==> src/rtl/spi_slave_responder.sv <==
// SPI mode-0 responder running entirely in the system clock domain; SPI pins are oversampled.
// Optional macro SPI_SLAVE_MISO_TRISTATE_EN adds io_spi_miso_writeEnable for a shared MISO line.
module spi_slave_responder #(
  parameter int                    DATA_WIDTH  = 8,
  parameter int                    SYNC_STAGES = 2,
  parameter logic [DATA_WIDTH-1:0] IDLE_WORD   = '1
) (
  input  logic                  io_sys_clock,
  input  logic                  io_sys_reset,
  input  logic                  io_spi_sclk,
  input  logic                  io_spi_ss,
  input  logic                  io_spi_mosi,
  output logic                  io_spi_miso,
  input  logic                  io_tx_valid,
  output logic                  io_tx_ready,
  input  logic [DATA_WIDTH-1:0] io_tx_payload,
  output logic                  io_rx_valid,
  output logic [DATA_WIDTH-1:0] io_rx_payload,
  output logic                  io_tx_underrun,
  output logic                  io_busy
`ifdef SPI_SLAVE_MISO_TRISTATE_EN
  ,
  output logic                  io_spi_miso_writeEnable
`endif
);

  localparam int CNT_W = (DATA_WIDTH > 2) ? $clog2(DATA_WIDTH) : 1;

  typedef enum logic {
    ST_IDLE,
    ST_SHIFT
  } state_t;

  state_t                  state_q, state_d;
  logic [SYNC_STAGES-1:0]  sclk_sync_q, sclk_sync_d;
  logic [SYNC_STAGES-1:0]  ss_sync_q, ss_sync_d;
  logic [SYNC_STAGES-1:0]  mosi_sync_q, mosi_sync_d;
  logic                    sclk_prev_q, sclk_prev_d;
  logic                    ss_prev_q, ss_prev_d;
  logic [CNT_W-1:0]        cnt_q, cnt_d;
  logic [DATA_WIDTH-1:0]   rx_shift_q, rx_shift_d;
  logic [DATA_WIDTH-1:0]   tx_shift_q, tx_shift_d;
  logic                    word_done_q, word_done_d;
  logic [DATA_WIDTH-1:0]   hold_q, hold_d;
  logic                    hold_full_q, hold_full_d;
  logic [DATA_WIDTH-1:0]   rx_payload_q, rx_payload_d;
  logic                    rx_valid_q, rx_valid_d;
  logic                    tx_underrun_q, tx_underrun_d;

  logic                    sclk_s, ss_s, mosi_s;
  logic                    sclk_rise, sclk_fall, ss_rise, ss_fall;
  logic                    load_word, tx_accept;
  logic [DATA_WIDTH-1:0]   rx_next;

  assign sclk_s    = sclk_sync_q[SYNC_STAGES-1];
  assign ss_s      = ss_sync_q[SYNC_STAGES-1];
  assign mosi_s    = mosi_sync_q[SYNC_STAGES-1];
  assign sclk_rise = sclk_s & ~sclk_prev_q;
  assign sclk_fall = ~sclk_s & sclk_prev_q;
  assign ss_rise   = ss_s & ~ss_prev_q;
  assign ss_fall   = ~ss_s & ss_prev_q;
  assign rx_next   = {rx_shift_q[DATA_WIDTH-2:0], mosi_s};
  assign tx_accept = io_tx_valid & ~hold_full_q;

  always_comb begin
    sclk_sync_d = {sclk_sync_q[SYNC_STAGES-2:0], io_spi_sclk};
    ss_sync_d   = {ss_sync_q[SYNC_STAGES-2:0], io_spi_ss};
    mosi_sync_d = {mosi_sync_q[SYNC_STAGES-2:0], io_spi_mosi};
    sclk_prev_d = sclk_s;
    ss_prev_d   = ss_s;
  end

  always_comb begin
    state_d       = state_q;
    cnt_d         = cnt_q;
    rx_shift_d    = rx_shift_q;
    tx_shift_d    = tx_shift_q;
    word_done_d   = word_done_q;
    hold_d        = hold_q;
    hold_full_d   = hold_full_q;
    rx_payload_d  = rx_payload_q;
    rx_valid_d    = 1'b0;
    tx_underrun_d = 1'b0;
    load_word     = 1'b0;

    case (state_q)
      ST_IDLE: begin
        cnt_d       = '0;
        rx_shift_d  = '0;
        word_done_d = 1'b0;
        if (ss_fall) begin
          load_word = 1'b1;
          state_d   = ST_SHIFT;
        end
      end
      ST_SHIFT: begin
        // ss release outranks any sclk edge seen in the same cycle; a partial word is dropped
        if (ss_rise) begin
          state_d     = ST_IDLE;
          cnt_d       = '0;
          word_done_d = 1'b0;
        end else if (sclk_rise) begin
          rx_shift_d = rx_next;
          if (cnt_q == CNT_W'(DATA_WIDTH - 1)) begin
            cnt_d        = '0;
            word_done_d  = 1'b1;
            rx_payload_d = rx_next;
            rx_valid_d   = 1'b1;
          end else begin
            cnt_d = cnt_q + CNT_W'(1);
          end
        end else if (sclk_fall) begin
          if (word_done_q) begin
            load_word   = 1'b1;
            word_done_d = 1'b0;
          end else begin
            tx_shift_d = {tx_shift_q[DATA_WIDTH-2:0], 1'b0};
          end
        end
      end
      default: state_d = ST_IDLE;
    endcase

    if (load_word) begin
      if (hold_full_q) begin
        tx_shift_d  = hold_q;
        hold_full_d = 1'b0;
      end else begin
        tx_shift_d    = IDLE_WORD;
        tx_underrun_d = 1'b1;
      end
    end

    // ready comes from the pre-consume state, so a consume cycle never also accepts
    if (tx_accept) begin
      hold_full_d = 1'b1;
      hold_d      = io_tx_payload;
    end
  end

  always_ff @(posedge io_sys_clock) begin
    if (io_sys_reset) begin
      state_q       <= ST_IDLE;
      sclk_sync_q   <= '0;
      // ss chain resets to the deasserted level so the block starts idle and not busy
      ss_sync_q     <= '1;
      mosi_sync_q   <= '0;
      sclk_prev_q   <= 1'b0;
      ss_prev_q     <= 1'b1;
      cnt_q         <= '0;
      rx_shift_q    <= '0;
      tx_shift_q    <= '0;
      word_done_q   <= 1'b0;
      hold_q        <= '0;
      hold_full_q   <= 1'b0;
      rx_payload_q  <= '0;
      rx_valid_q    <= 1'b0;
      tx_underrun_q <= 1'b0;
    end else begin
      state_q       <= state_d;
      sclk_sync_q   <= sclk_sync_d;
      ss_sync_q     <= ss_sync_d;
      mosi_sync_q   <= mosi_sync_d;
      sclk_prev_q   <= sclk_prev_d;
      ss_prev_q     <= ss_prev_d;
      cnt_q         <= cnt_d;
      rx_shift_q    <= rx_shift_d;
      tx_shift_q    <= tx_shift_d;
      word_done_q   <= word_done_d;
      hold_q        <= hold_d;
      hold_full_q   <= hold_full_d;
      rx_payload_q  <= rx_payload_d;
      rx_valid_q    <= rx_valid_d;
      tx_underrun_q <= tx_underrun_d;
    end
  end

  assign io_spi_miso    = (state_q == ST_SHIFT) ? tx_shift_q[DATA_WIDTH-1] : 1'b1;
  assign io_tx_ready    = ~hold_full_q;
  assign io_rx_valid    = rx_valid_q;
  assign io_rx_payload  = rx_payload_q;
  assign io_tx_underrun = tx_underrun_q;
  assign io_busy        = ~ss_s;

`ifdef SPI_SLAVE_MISO_TRISTATE_EN
  assign io_spi_miso_writeEnable = (state_q == ST_SHIFT);
`endif

endmodule
==> config.mk <==
export PLATFORM = sky130hd
export DESIGN_NAME = spi_slave_responder
export DESIGN_NICKNAME = d
export VERILOG_FILES = /design/src/rtl/spi_slave_responder.sv
export SDC_FILE = /design/constraint.sdc
export NUM_CORES = 1
export LEC_CHECK = 0
export ABC_CLOCK_PERIOD_IN_PS = 1500
export BUFFER_PORTS_ARGS = -buffer_cell sky130_fd_sc_hd__buf_2
export CAP_MARGIN = 25
export CORE_ASPECT_RATIO = 2
export CORE_UTILIZATION = 25
export DETAILED_ROUTE_END_ITERATION = 12
export SYNTH_ARGS = -nofsm -noshare
export SYNTH_HDL_FRONTEND = slang
export SYNTH_SLANG_ARGS = --single-unit
==> constraint.sdc <==
create_clock -name io_sys_clock -period 1.5 [get_ports io_sys_clock]
set_clock_uncertainty 0.1 [all_clocks]
set_input_delay 0.075 -clock io_sys_clock [delete_from_list [all_inputs] [get_ports io_sys_clock]]
set_output_delay 0.075 -clock io_sys_clock [all_outputs]
set_load 0.02 [all_outputs]
==> metrics <==
root buffer cell clkbuf_16; die area 7430 um^2; initial antenna violation count 0; Seq/Total Area, Yosys 53.2%; Synth Instances 191; post-synthesis simple-gate area fraction 21.7%; post-synthesis compound-gate area fraction 16.8%; Final Hold Viols 0; Vias 1441; worst setup margin 0.0904 ns; status finished, final reports clean; placed inst area 2000 um^2; Final Util 33.3%; Max Clock Freq 709 MHz; Placer Congestion 0.767; Placement Rows 43; most common cell after layout, fill and taps aside dfxtp_1; average wire per standard cell 11.5 um; Area Overhead vs Synth 29.7%; maximum fanout along the worst path 7; gr usage total 11.0%; vias in the first global route 1419; Nets 249; placed wire-length estimate 2630 um; worst hold path startpoint io_sys_reset; FFs w/ async S/R, synth 0%; first-pass GRT wire length 6120 um; n_diodes 0; Die Wd 61.5 um; Netlist Area Pre-Place 1770 um^2; core area 6890 um^2; r2r startpoint state_q; CTS clk-pin slew, worst paths 0.06 ns; area of the multi-input gates 766 um^2; number of synthesized flops with an enable pin 0; Arr. time, crit path 1.51 ns; DR iter-0 viols 47; pre-CTS WS -0.0230 ns; CTS sink count 47; largest net degree at the start of global routing 25; TritonCTS clock tree done; period utilization 94.0%; Setup TNS 0 ns; synth unique cells 36; antenna viol nets, final 0; Synth Area in XOR/XNOR 0%; CTS max path bufs 2; LEAKAGE 0.874 nW; Design Area, Final 2290 um^2; CP startpoint state_q; WHS 0.0458 ns; Synth Warn # 0; HP Class in2reg; VDD IR-drop max 0.000614 V; Clock Latency Late Sink 0.28 ns; Critical Path RT 1.60 ns; Worst-Margin Slew 0.568 ns; Area contributors post-synth dfxtp_1 (53%), nand2_1 (7.2%), a21oi_1 (5.1%); Die H 121 um; Ports 27; Tmin final 1.41 ns; syn_nets 207; total of max-cap violations 0; setup violators final 0; Synth Register Bits 47; Rel. slew slack 62.0%; Vias/cell 4.45; critical path type reg2reg; Primary FF master, synth dfxtp_1; total grt overflow 0; H-tree depth 2; starting utilization of the core area 25.7%; Worst Setup End Kind flip-flop; 1st-pass router iterations 5; largest family of logic cells by synthesized area simple AND/OR/NAND/NOR gates; Syn Area/Cell 9.26 um^2; Slew Viols, Final 0; PortBufs 26; top-area cell type share of the netlist area 53.2%; startpoint types flip-flop; fillers 763; Yosys top cell by area dfxtp_1; Cell Pwr Density 1100 nW/um^2; wirelength, routed 3740 um; mux share of post-synthesis cell area 1.70%; share of cells above drive strength 1 23.5%; cts bufs inserted 5; sequential cell area 941 um^2; drc violations 0; Synth Area in Adders 1.42%; most frequent cells in the layout dfxtp_1 (47), nand2_1 (34), buf_2 (26), a21oi_1 (18), nor2_1 (14)
-- state kept, by name, indices dropped and copies added (netlist names), 2 cells and up --
| register | cells |
|---|---|
| hold_q | 8 |
| io_rx_payload | 8 |
| tx_shift_q | 8 |
| rx_shift_q | 7 |
| cnt_q | 3 |
| mosi_sync_q | 2 |
| sclk_sync_q | 2 |
| ss_sync_q | 2 |
-- final cells by class --
| cell class | instances | share of cell area [%] |
|---|---|---|
| Multi-Input combinational cell | 129 | 33.4 |
| Inverter | 4 | 0.655 |
| Clock inverter | 1 | 0.218 |
| Clock buffer | 7 | 5.79 |
| Tap cell | 90 | 4.91 |
| Timing Repair Buffer | 46 | 14.0 |
| Sequential cell | 47 | 41.0 |
-- critical path, cell delays in order, from the launching register on --
cell      delay (ns)
dfxtp_1         0.46
nor3b_4         0.08
buf_4           0.17
a311oi_2        0.22
buf_4           0.19
nand2_1         0.06
o21ai_0         0.06
-- per-stage QoR --
step / power (W) / cells
2_1_floorplan: 0.00142 / 191
3_3_place_gp: 0.00147 / 303
3_5_place_dp: 0.00148 / 303
4_1_cts: 0.00254 / 322
5_1_grt: 0.00261 / 324
6_report: 0.00252 / 324
-- power by group --
part / total (W) / internal (W) / leakage [nW] / switching, W
registers: 0.00130 / 0.00128 / 0.382 / 0.0000210
logic: 0.000178 / 0.0000874 / 0.424 / 0.0000910
clock network: 0.00104 / 0.000615 / 0.0679 / 0.000425
total: 0.00252 / 0.00198 / 0.874 / 0.000537
-- synth_stat cells, drive strengths merged (3+ instances only) --
library cell	count
nor2b	7
inv	4
a21oi	18
nand2	34
mux2i	3
or2	4
buf	9
o22ai	7
o21ai	9
nor2	14
nand3	8
a22oi	7
dfxtp	47
-- layer usage --
layer | vias up | GRT usage [%] | share of wire [%]
met1 | 680 | 11.2 | 40
met5 | - | 0 | 0
li1 | 734 | - | -
met4 | 0 | 4.17 | 0.37
met3 | 2 | 2.56 | 3.0
met2 | 25 | 20.3 | 57
-- kinds of logic (layout without fill, tap and decap cells) --
family                     count (synthesis)  in the layout
and+or+nand+nor                           76             76
AOI/OAI and AO/OA                         48             48
DFF                                       47             47
buffers and inverters                     15             58
muxes                                      3              3
adders and majority gates                  2              2
-- final timing paths --
path	endpoint	slack [ns]	cells past startpoint
worst min-delay path	hold_full_q	0.05	2
worst max register to register	tx_shift_q[5]	0.09	6
worst min register to register	ss_sync_q[1]	0.31	1
worst max-delay path	tx_shift_q[5]	0.09	6
-- what timing repair did --
action,CTS,global route
buffers inserted,0,2
pin swaps,0,1
hold endpoints to repair,11,0
setup endpoints to repair,7,7
gates cloned,0,0
hold buffers,11,0
gates resized for setup,2,4
Note: power is estimated with default switching activity, not from simulation.
